==> src/rtl/regfile_pkg.sv <==
// regfile_pkg: shared types for the register-file write arbiter and its result buffer
package regfile_pkg;
    typedef struct packed {
        logic [4:0]  addr;
        logic [31:0] data;
    } wb_req_t;
    localparam logic [4:0] REG_ZERO = 5'd0;
    typedef enum logic {NORMAL, DRAIN} arb_state_e;
endpackage

==> src/rtl/rf_write_arbiter_if.sv <==
// rf_write_arbiter_if: writeback, MDU and register-file write-port signals
interface rf_write_arbiter_if;
    logic        wb_valid;
    logic [4:0]  wb_addr;
    logic [31:0] wb_data;
    logic        issue_valid;
    logic [4:0]  issue_addr;
    logic        mdu_valid;
    logic        mdu_ready;
    logic [4:0]  mdu_addr;
    logic [31:0] mdu_data;
    logic [31:0] pending_mask;
    logic        pipe_stall;
    logic        rf_we;
    logic [4:0]  rf_waddr;
    logic [31:0] rf_wdata;
    modport master (
        output wb_valid, wb_addr, wb_data, issue_valid, issue_addr, mdu_valid, mdu_addr, mdu_data,
        input  mdu_ready, pending_mask, pipe_stall, rf_we, rf_waddr, rf_wdata
    );
    modport slave (
        input  wb_valid, wb_addr, wb_data, issue_valid, issue_addr, mdu_valid, mdu_addr, mdu_data,
        output mdu_ready, pending_mask, pipe_stall, rf_we, rf_waddr, rf_wdata
    );
endinterface

==> src/rtl/rf_wb_fifo.sv <==
// rf_wb_fifo: power-of-two deep buffer of MDU results; only the head is visible
module rf_wb_fifo
    import regfile_pkg::*;
#(
    parameter int DEPTH = 2
) (
    input  logic                         clk,
    input  logic                         rst,
    input  logic                         valid_i,
    output logic                         ready_o,
    input  wb_req_t                      data_i,
    input  logic                         pop_i,
    output wb_req_t                      head_o,
    output logic [$clog2(DEPTH+1)-1:0]   count_o
);
    localparam int AW = $clog2(DEPTH);
    localparam int CW = $clog2(DEPTH + 1);
    localparam logic [CW-1:0] FULL = CW'(DEPTH);
    wb_req_t       mem_q [DEPTH];
    logic [AW-1:0] rd_q, wr_q;
    logic [CW-1:0] cnt_q;
    logic          push;
    assign ready_o = cnt_q < FULL;
    assign push    = valid_i && ready_o;
    assign head_o  = mem_q[rd_q];
    assign count_o = cnt_q;
    always_ff @(posedge clk) begin
        if (push) mem_q[wr_q] <= data_i;
    end
    always_ff @(posedge clk) begin
        if (rst) begin
            rd_q  <= '0;
            wr_q  <= '0;
            cnt_q <= '0;
        end else begin
            if (push) wr_q <= wr_q + AW'(1);
            if (pop_i) rd_q <= rd_q + AW'(1);
            cnt_q <= cnt_q + CW'(push) - CW'(pop_i);
        end
    end
endmodule

==> src/rtl/rf_write_arbiter.sv <==
// rf_write_arbiter: shares the register-file write port between writeback and the MDU,
// tracking outstanding MDU destinations and forcing a drain when the MDU starves.
module rf_write_arbiter
    import regfile_pkg::*;
#(
    parameter int STARVE_LIMIT = 4,
    parameter int FIFO_DEPTH   = 2
) (
    input logic               clk,
    input logic               rst,
    rf_write_arbiter_if.slave bus
);
    localparam int SW = $clog2(STARVE_LIMIT + 1);
    localparam logic [SW-1:0] LIMIT = SW'(STARVE_LIMIT);
    arb_state_e  state_q, state_d;
    logic [SW-1:0] starve_q, starve_d;
    logic [31:0] pend_q, pend_d;
    logic        we_q, we_d;
    logic [4:0]  waddr_q, waddr_d;
    logic [31:0] wdata_q, wdata_d;
    wb_req_t     head, mdu_req;
    logic [$clog2(FIFO_DEPTH+1)-1:0] count;
    logic        empty, grant_wb, grant_mdu;
    assign mdu_req = {bus.mdu_addr, bus.mdu_data};
    rf_wb_fifo #(.DEPTH(FIFO_DEPTH)) u_fifo (
        .clk     (clk),
        .rst     (rst),
        .valid_i (bus.mdu_valid),
        .ready_o (bus.mdu_ready),
        .data_i  (mdu_req),
        .pop_i   (grant_mdu),
        .head_o  (head),
        .count_o (count)
    );
    // The counter only grows while WB beats a non-empty buffer, so reaching LIMIT means starvation
    always_comb begin
        empty     = count == '0;
        grant_wb  = state_q == NORMAL && bus.wb_valid;
        grant_mdu = !empty && (state_q == DRAIN || !bus.wb_valid);
        starve_d  = (state_q == DRAIN || grant_mdu || empty) ? '0 :
                    (starve_q == LIMIT) ? starve_q : starve_q + SW'(1);
        state_d   = (state_q == NORMAL && starve_d == LIMIT) ? DRAIN : NORMAL;
        waddr_d   = grant_mdu ? head.addr : grant_wb ? bus.wb_addr : waddr_q;
        wdata_d   = grant_mdu ? head.data : grant_wb ? bus.wb_data : wdata_q;
        we_d      = (grant_mdu || grant_wb) && waddr_d != REG_ZERO;
        pend_d    = (pend_q & ~(grant_mdu ? 32'(1) << head.addr : 32'(0)))
                  | ((bus.issue_valid && bus.issue_addr != REG_ZERO) ? 32'(1) << bus.issue_addr : 32'(0));
    end
    always_ff @(posedge clk) begin
        if (rst) begin
            state_q  <= NORMAL;
            starve_q <= '0;
            pend_q   <= '0;
            we_q     <= 1'b0;
            waddr_q  <= '0;
            wdata_q  <= '0;
        end else begin
            state_q  <= state_d;
            starve_q <= starve_d;
            pend_q   <= pend_d;
            we_q     <= we_d;
            waddr_q  <= waddr_d;
            wdata_q  <= wdata_d;
        end
    end
    assign bus.pending_mask = pend_q;
    assign bus.pipe_stall   = state_q == DRAIN;
    assign bus.rf_we        = we_q;
    assign bus.rf_waddr     = waddr_q;
    assign bus.rf_wdata     = wdata_q;
endmodule

==> src/flat_wrapper.sv <==
// flat-port wrapper written by rule: the top's interface ports become plain ports
module rf_write_arbiter_flat import regfile_pkg::*;
#(
    parameter int STARVE_LIMIT = 4,
    parameter int FIFO_DEPTH   = 2
)
  (clk, rst, bus_wb_valid, bus_wb_addr, bus_wb_data, bus_issue_valid, bus_issue_addr, bus_mdu_valid, bus_mdu_addr, bus_mdu_data, bus_mdu_ready, bus_pending_mask, bus_pipe_stall, bus_rf_we, bus_rf_waddr, bus_rf_wdata);
  rf_write_arbiter_if bus_i ();
  input logic clk;
  input logic rst;
  input wire logic [$bits(bus_i.wb_valid)-1:0] bus_wb_valid;
  input wire logic [$bits(bus_i.wb_addr)-1:0] bus_wb_addr;
  input wire logic [$bits(bus_i.wb_data)-1:0] bus_wb_data;
  input wire logic [$bits(bus_i.issue_valid)-1:0] bus_issue_valid;
  input wire logic [$bits(bus_i.issue_addr)-1:0] bus_issue_addr;
  input wire logic [$bits(bus_i.mdu_valid)-1:0] bus_mdu_valid;
  input wire logic [$bits(bus_i.mdu_addr)-1:0] bus_mdu_addr;
  input wire logic [$bits(bus_i.mdu_data)-1:0] bus_mdu_data;
  output wire logic [$bits(bus_i.mdu_ready)-1:0] bus_mdu_ready;
  output wire logic [$bits(bus_i.pending_mask)-1:0] bus_pending_mask;
  output wire logic [$bits(bus_i.pipe_stall)-1:0] bus_pipe_stall;
  output wire logic [$bits(bus_i.rf_we)-1:0] bus_rf_we;
  output wire logic [$bits(bus_i.rf_waddr)-1:0] bus_rf_waddr;
  output wire logic [$bits(bus_i.rf_wdata)-1:0] bus_rf_wdata;
  assign bus_i.wb_valid = bus_wb_valid;
  assign bus_i.wb_addr = bus_wb_addr;
  assign bus_i.wb_data = bus_wb_data;
  assign bus_i.issue_valid = bus_issue_valid;
  assign bus_i.issue_addr = bus_issue_addr;
  assign bus_i.mdu_valid = bus_mdu_valid;
  assign bus_i.mdu_addr = bus_mdu_addr;
  assign bus_i.mdu_data = bus_mdu_data;
  assign bus_mdu_ready = bus_i.mdu_ready;
  assign bus_pending_mask = bus_i.pending_mask;
  assign bus_pipe_stall = bus_i.pipe_stall;
  assign bus_rf_we = bus_i.rf_we;
  assign bus_rf_waddr = bus_i.rf_waddr;
  assign bus_rf_wdata = bus_i.rf_wdata;
  rf_write_arbiter #(.STARVE_LIMIT(STARVE_LIMIT), .FIFO_DEPTH(FIFO_DEPTH)) u_core (.clk(clk), .rst(rst), .bus(bus_i));
endmodule
==> config.mk <==
export PLATFORM = sky130hd
export DESIGN_NAME = rf_write_arbiter_flat
export DESIGN_NICKNAME = d
export VERILOG_FILES = /design/src/rtl/regfile_pkg.sv /design/src/rtl/rf_write_arbiter_if.sv /design/src/rtl/rf_wb_fifo.sv /design/src/rtl/rf_write_arbiter.sv /design/src/flat_wrapper.sv
export SDC_FILE = /design/constraint.sdc
export NUM_CORES = 1
export LEC_CHECK = 0
export ABC_AREA = 1
export CORE_MARGIN = 2
export CORE_UTILIZATION = 35
export DETAILED_ROUTE_END_ITERATION = 12
export PLACE_DENSITY = 0.64
export REMOVE_ABC_BUFFERS = 1
export SYNTH_ARGS = -nofsm -noshare
export SYNTH_HDL_FRONTEND = slang
export SYNTH_SLANG_ARGS = --single-unit
==> constraint.sdc <==
create_clock -name clk -period 3.7 [get_ports clk]
set_clock_uncertainty 0.2 [all_clocks]
set_input_delay 0.37 -clock clk [delete_from_list [all_inputs] [get_ports clk]]
set_output_delay 0.37 -clock clk [all_outputs]
set_load 0.03 [all_outputs]
==> impl_metrics.ini, run 1 <==
[worst_setup_path]
startpoint_type = input port
cp_slowest_cell = clkdlybuf4s50_1
critical_path.max_fanout = 42
crit_path_max_incr_delay_ns = 0.62
cp.required_ns = 3.85
path_class = input port to register
worst_path_dominant_cell_family = buffers and inverters
path_cells = clkdlybuf4s50_1 > nand2_4 > nand2_1 > inv_2 > nor2_4 > inv_1 > o21ai_0
worst-path-buf-inv = 3
end_kind = register
cp.arrival_ns = 2.47

[die]
dieWidth_um = 138.6
start_util = 0.3544
core.rowCount = 49
die_height_um = 138.6
die_area_um2 = 19220
boundaryPins = 156
fp.coreArea_um2 = 17900

[power_and_ir_drop]
switching_power_mw = 1.789
power.share.clock = 0.316
p_comb_frac = 0.275
p_seq_frac = 0.409
peakVddDrop_uv = 343.8
cellPowerDensity_nw_per_um2 = 611.7
internal-power_mw = 3.501
swShare = 0.3382
p_leak_nw = 3.228

[timing]
fin_crit_ns = 2.319
fmaxAchievable_ghz = 0.4313
max-slew-margin-rel = 0.5640
hold_ws_ns = 0.2247
rsz0062_at_grt = false
setup_tns_ns = 0
worstMarginPinSlew_ns = 0.6524
setup_violations = 0
min_period_over_period = 0.6267
slew_violations = 0
fin_ws_ns = 1.381
hold_viol_final = 0

[routing]
ant_nets = 0
drt-total-wl_um = 15980
drc = 0
wl_per_cell_um = 15.02
drt_iter0_drc = 229
via_per_inst = 4.733
vias = 5036
first_pass_iters = 4

[logic_synthesis]
synth_commonest_cells = nand2_1 (162), nand3_1 (103), dfxtp_1 (79), edfxtp_1 (74), nor2_1 (42)
syn_avg_cell_area_um2 = 9.414
synth_xor_area_frac = 0.004141
async_reset_ff_frac = 0
syn_inst = 674
ys_ff_latch = 153
yosysTopAreaCell = edfxtp_1
synth_edf_count = 74
synthAdderAreaFrac = 0.005916
synthTopCellsByArea = edfxtp_1 (35%), dfxtp_1 (25%), nand2_1 (9.6%), nand3_1 (8.1%), a21oi_1 (2.7%)
yosys-mux-area-fraction = 0
synth.top_cell.area_share = 0.3502
synth_cell_types = 37
synthFlopType = dfxtp_1
yosys.area_share.simple = 0.2366
synth_top_family_by_area = simple AND/OR/NAND/NOR gates
yosysMostFrequentCell = nand2_1
yosysWarnings = 0
synth_area_um2 = 6345
synth-seq-area-share = 0.5995
synth-compound-area-share = 0.09406

[place]
placed_area_um2 = 8065
io_buffer_count = 155
dp_hpwl_um = 10810
dp_cells = 1032
dp_slack_ns = 0.9203
gp_congestion = 0.7790

[cells_and_area]
final_nets = 909
antenna_cells = 0
syn_to_final_growth_pct = 36.28
design_area_um2 = 8647
final_cells = 1064
drive_above_1_share = 0.09820

[clock_network]
post_cts_buffers = 0
ctsResizeCount = 0
tritoncts = done
clock_sinks = 153
clk_latency_ns = 0.43
cts_hold_buf = 0
root_buffer = clkbuf_16
clk_pin_slew_ns = 0.06
cts_buffer_depth = 2
cts_inserted_buffers = 17
cts_htree_levels = 4

[run_status]
outcome = finished clean

[flow_run]
maxCapViolations = 0

[global_route]
grt_pass1_vias = 4728
antenna_found_initial = 0
grt_max_degree = 43
globalRouteTotalUtil = 0.1676
grt-ovfl-total = 0
grt_pass1_wl_um = 25250

[hold_path]
hp-class = input port to register
worst paths after layout:
check	start	to	slack (ns)	cells after the start
max	bus_wb_valid	u_core.bus.rf_wdata[16]	1.38	7
max reg2reg	u_core.bus.pipe_stall	u_core.bus.rf_wdata[16]	1.47	7
min reg2reg	u_core.bus.pending_mask[0]	u_core.bus.pending_mask[0]	0.24	2
min	rst	u_core.bus.rf_wdata[0]	0.22	4
kinds of logic (layout without fill, tap and decap cells):
logic type / Yosys count / count (layout)
buffers and inverters: 83 / 244
XOR/XNOR: 3 / 3
adder cells (fa/ha/maj): 3 / 3
AND/OR/NAND/NOR: 334 / 334
AO/OA/AOI/OAI: 98 / 98
flip-flops: 153 / 153
power by group through the flow:
stage	clock [mW]	sequential [mW]	combinational, mW
after floorplan	0	2.40	0.647
after global placement	0	2.19	1.46
after detailed placement	0	2.20	1.47
after CTS	1.71	2.16	1.48
after global routing	1.77	2.19	1.60
final	1.67	2.16	1.45
placed cells by master, fill, tap and decap left out, types with 5 or more instances in the layout:
cell,n
buf_4,9
nor2_1,40
o21ai_1,5
inv_2,5
clkdlybuf4s50_1,154
edfxtp_1,74
nand2_1,162
nand3_1,103
nor2_2,5
a21oi_2,7
o21ai_0,24
a21oi_1,34
inv_1,41
nor2_4,5
clkbuf_16,19
o211ai_1,20
dfxtp_1,78
registers in the layout, summed over array words and instances, names as in the netlist, named ones only:
name,flops
u_core.bus.rf_waddr,5
u_core.bus.pipe_stall,1
u_core.starve_q,3
u_core.u_fifo.mem_q,74
u_core.u_fifo.count_o,2
u_core.bus.pending_mask,32
u_core.bus.rf_wdata,32
u_core.u_fifo.wr_q,1
u_core.bus.rf_we,1
u_core.u_fifo.rd_q,1
routing by layer:
metal	global-route usage	wire length (µm)
met1	0.2134	7084
met2	0.2757	7768
met3	0.04213	748
met4	0.06592	375
met5	0	0
worst min-delay path, stage by stage:
cell and delay, ns:
buf_2 0.10, clkinv_1 0.22, nand2_1 0.09, inv_1 0.04
cell type report:
| type | instances | area (µm²) |
|---|---|---|
| inverters | 48 | 182.7 |
| multi-input cells | 438 | 2177 |
| well taps | 229 | 286.5 |
| clock inverters | 12 | 102.6 |
| repair buffers | 164 | 1614 |
| fillers | 1675 | 9255 |
| flip-flops and latches | 153 | 3805 |
| clock buffers | 20 | 479.2 |
metrics by stage:
stage          total power, mW  utilization
2_1_floorplan            3.049            -
3_3_place_gp             3.655       0.4505
3_5_place_dp             3.670       0.4505
4_1_cts                  5.353       0.4830
5_1_grt                  5.568       0.4830
6_report                 5.289       0.4830
(Power assumes the default switching activity.)
==> run 2: changes to the inputs <==
==> constraint.sdc (replaced) <==
create_clock -name clk -period 2.3 [get_ports clk]
set_clock_uncertainty 0.2 [all_clocks]
set_input_delay 0.23 -clock clk [delete_from_list [all_inputs] [get_ports clk]]
set_output_delay 0.23 -clock clk [all_outputs]
set_load 0.03 [all_outputs]
==> impl_metrics.ini, run 2 (same netlist as run 1, synthesis figures left out) <==
[run_status]
outcome = finished clean

[clock_network]
cts_buffer_depth = 2
clk_latency_ns = 0.41
tritoncts = done
root_buffer = clkbuf_16
clk_pin_slew_ns = 0.06
ctsResizeCount = 0
clock_sinks = 153
cts_htree_levels = 4
cts_inserted_buffers = 17

[flow_run]
maxCapViolations = 0

[cells_and_area]
seq_area_um2 = 3805
syn_to_final_growth_pct = 36.98
regMostFlops = u_core.u_fifo.mem_q
antenna_cells = 0
largest_reg_flops = 74
layout_common_cells = nand2_1 (162), clkdlybuf4s50_1 (154), nand3_1 (103)
fillers = 1690
final_common_cell = nand2_1
final_nets = 917
drive_above_1_share = 0.09846
multiInputGateArea_um2 = 2177

[power_and_ir_drop]
power_mw = 8.400
swShare = 0.3251
cellPowerDensity_nw_per_um2 = 966.5
power.share.clock = 0.300
peakVddDrop_uv = 554.2
p_leak_nw = 3.256
p_seq_frac = 0.413
p_comb_frac = 0.287
internal-power_mw = 5.669
switching_power_mw = 2.731

[global_route]
grt_pass1_vias = 4914
grt-ovfl-total = 0
grt_max_degree = 39
globalRouteTotalUtil = 0.1704
grt_pass1_wl_um = 25760
antenna_found_initial = 1

[worst_setup_path]
worst-path-buf-inv = 1
cp.arrival_ns = 1.63
startpoint_type = register
path_class = register to primary output
crit_path_max_incr_delay_ns = 0.75
end_kind = primary output
cp_slowest_cell = clkdlybuf4s50_1
cp.required_ns = 1.87
worst_path_dominant_cell_family = buffers and inverters
path_cells = clkdlybuf4s50_1
critical_path.max_fanout = 3

[routing]
vias = 5060
drt_iter0_drc = 265
first_pass_iters = 4
drt-total-wl_um = 16330
ant_nets = 0
wl_per_cell_um = 15.24
via_per_inst = 4.720
drc = 0

[timing]
fin_ws_ns = 0.2416
rsz0062_at_grt = false
worstMarginPinSlew_ns = 0.6191
max-slew-margin-rel = 0.5841
slew_violations = 0
fin_crit_ns = 2.058
fmaxAchievable_ghz = 0.4858
hold_viol_final = 0
min_period_over_period = 0.8950
setup_violations = 0

[place]
dp_hpwl_um = 11360
gp_congestion = 0.8202
io_buffer_count = 155
dp_slack_ns = 0.2220

[die]
die_height_um = 138.6
start_util = 0.3544
boundaryPins = 156
fp.coreArea_um2 = 17900
dieWidth_um = 138.6
core.rowCount = 49
die_area_um2 = 19220

[hold_path]
hp-class = input port to register
[run 2: changes by cell type in the layout (fill, tap and decap cells not counted), sizes merged]
cell,before,now
buf,10,17
clkbuf,20,29
clkinv,4,3
clkinvlp,3,1
dlygate4sd3,0,1
inv,53,47
[run 2: cell type report]
class | count | share of cell area
multi-input combinational | 438 | 0.2505
timing repair buffer | 172 | 0.1958
sequential | 153 | 0.4378
clock buffer | 29 | 0.05989
tap | 229 | 0.03297
inverter | 48 | 0.02102
clock inverter | 3 | 0.002016
[run 2: worst register-to-register path, cell delays in order, from the launching register on]
cell	delay [ns]
dfxtp_2	0.51
nand2_1	0.15
o21ai_4	0.14
inv_1	0.16
nor2_1	0.33
nand3_1	0.13
nand2_1	0.08
a21oi_1	0.05
[run 2: final timing paths]
check / from / slack [ns] / cells past startpoint / endpoint
hold reg to reg: u_core.u_fifo.rd_q / 0.26 / 1 / register
setup reg to reg: register / 0.43 / 7 / u_core.bus.pending_mask[4]
setup / recovery: u_core.bus.pipe_stall / 0.24 / 1 / bus_pipe_stall
hold / removal: bus_mdu_data[14] / 0.20 / 1 / u_core.u_fifo.mem_q[0][14]
[run 2: metrics by stage]
| step | cell area, µm² | cells | setup TNS (ns) | hold WS (ns) | utilization |
|---|---|---|---|---|---|
| after CTS | 8691 | 1072 | 0 | 0.1774 | 0.4855 |
| after global placement | 8143 | 1039 | 0 | 0.2290 | 0.4549 |
| after detailed placement | 8143 | 1039 | 0 | 0.2438 | 0.4549 |
| after floorplan | 6148 | 639 | -42.11 | 0.09244 | - |
| final | 8691 | 1072 | 0 | 0.1999 | 0.4855 |
| after global routing | 8691 | 1072 | 0 | 0.1794 | 0.4855 |
[run 2: power by group through the flow]
stage                     Clock (mW)  Sequential, mW  Combinational, mW
after CTS                       2.58            3.47               2.45
after detailed placement           0            3.53               2.44
after global placement             0            3.52               2.43
after global routing            2.70            3.51               2.64
after floorplan                    0            3.86               1.04
final                           2.52            3.47               2.41
[run 2: per-layer routing]
layer  GRT usage  up-vias  routed length, µm
met5           0        -                  0
met4     0.06592        0                306
met3     0.04420       16                669
met2      0.2801      126               7983
met1      0.2165     2327               7374
li1            -     2591                  -
[run 2: timing repair]
action                                 in CTS  in global routing
hold buffers                                1                  0
endpoints found under the hold margin       8                  0
buffers inserted                            0                  0
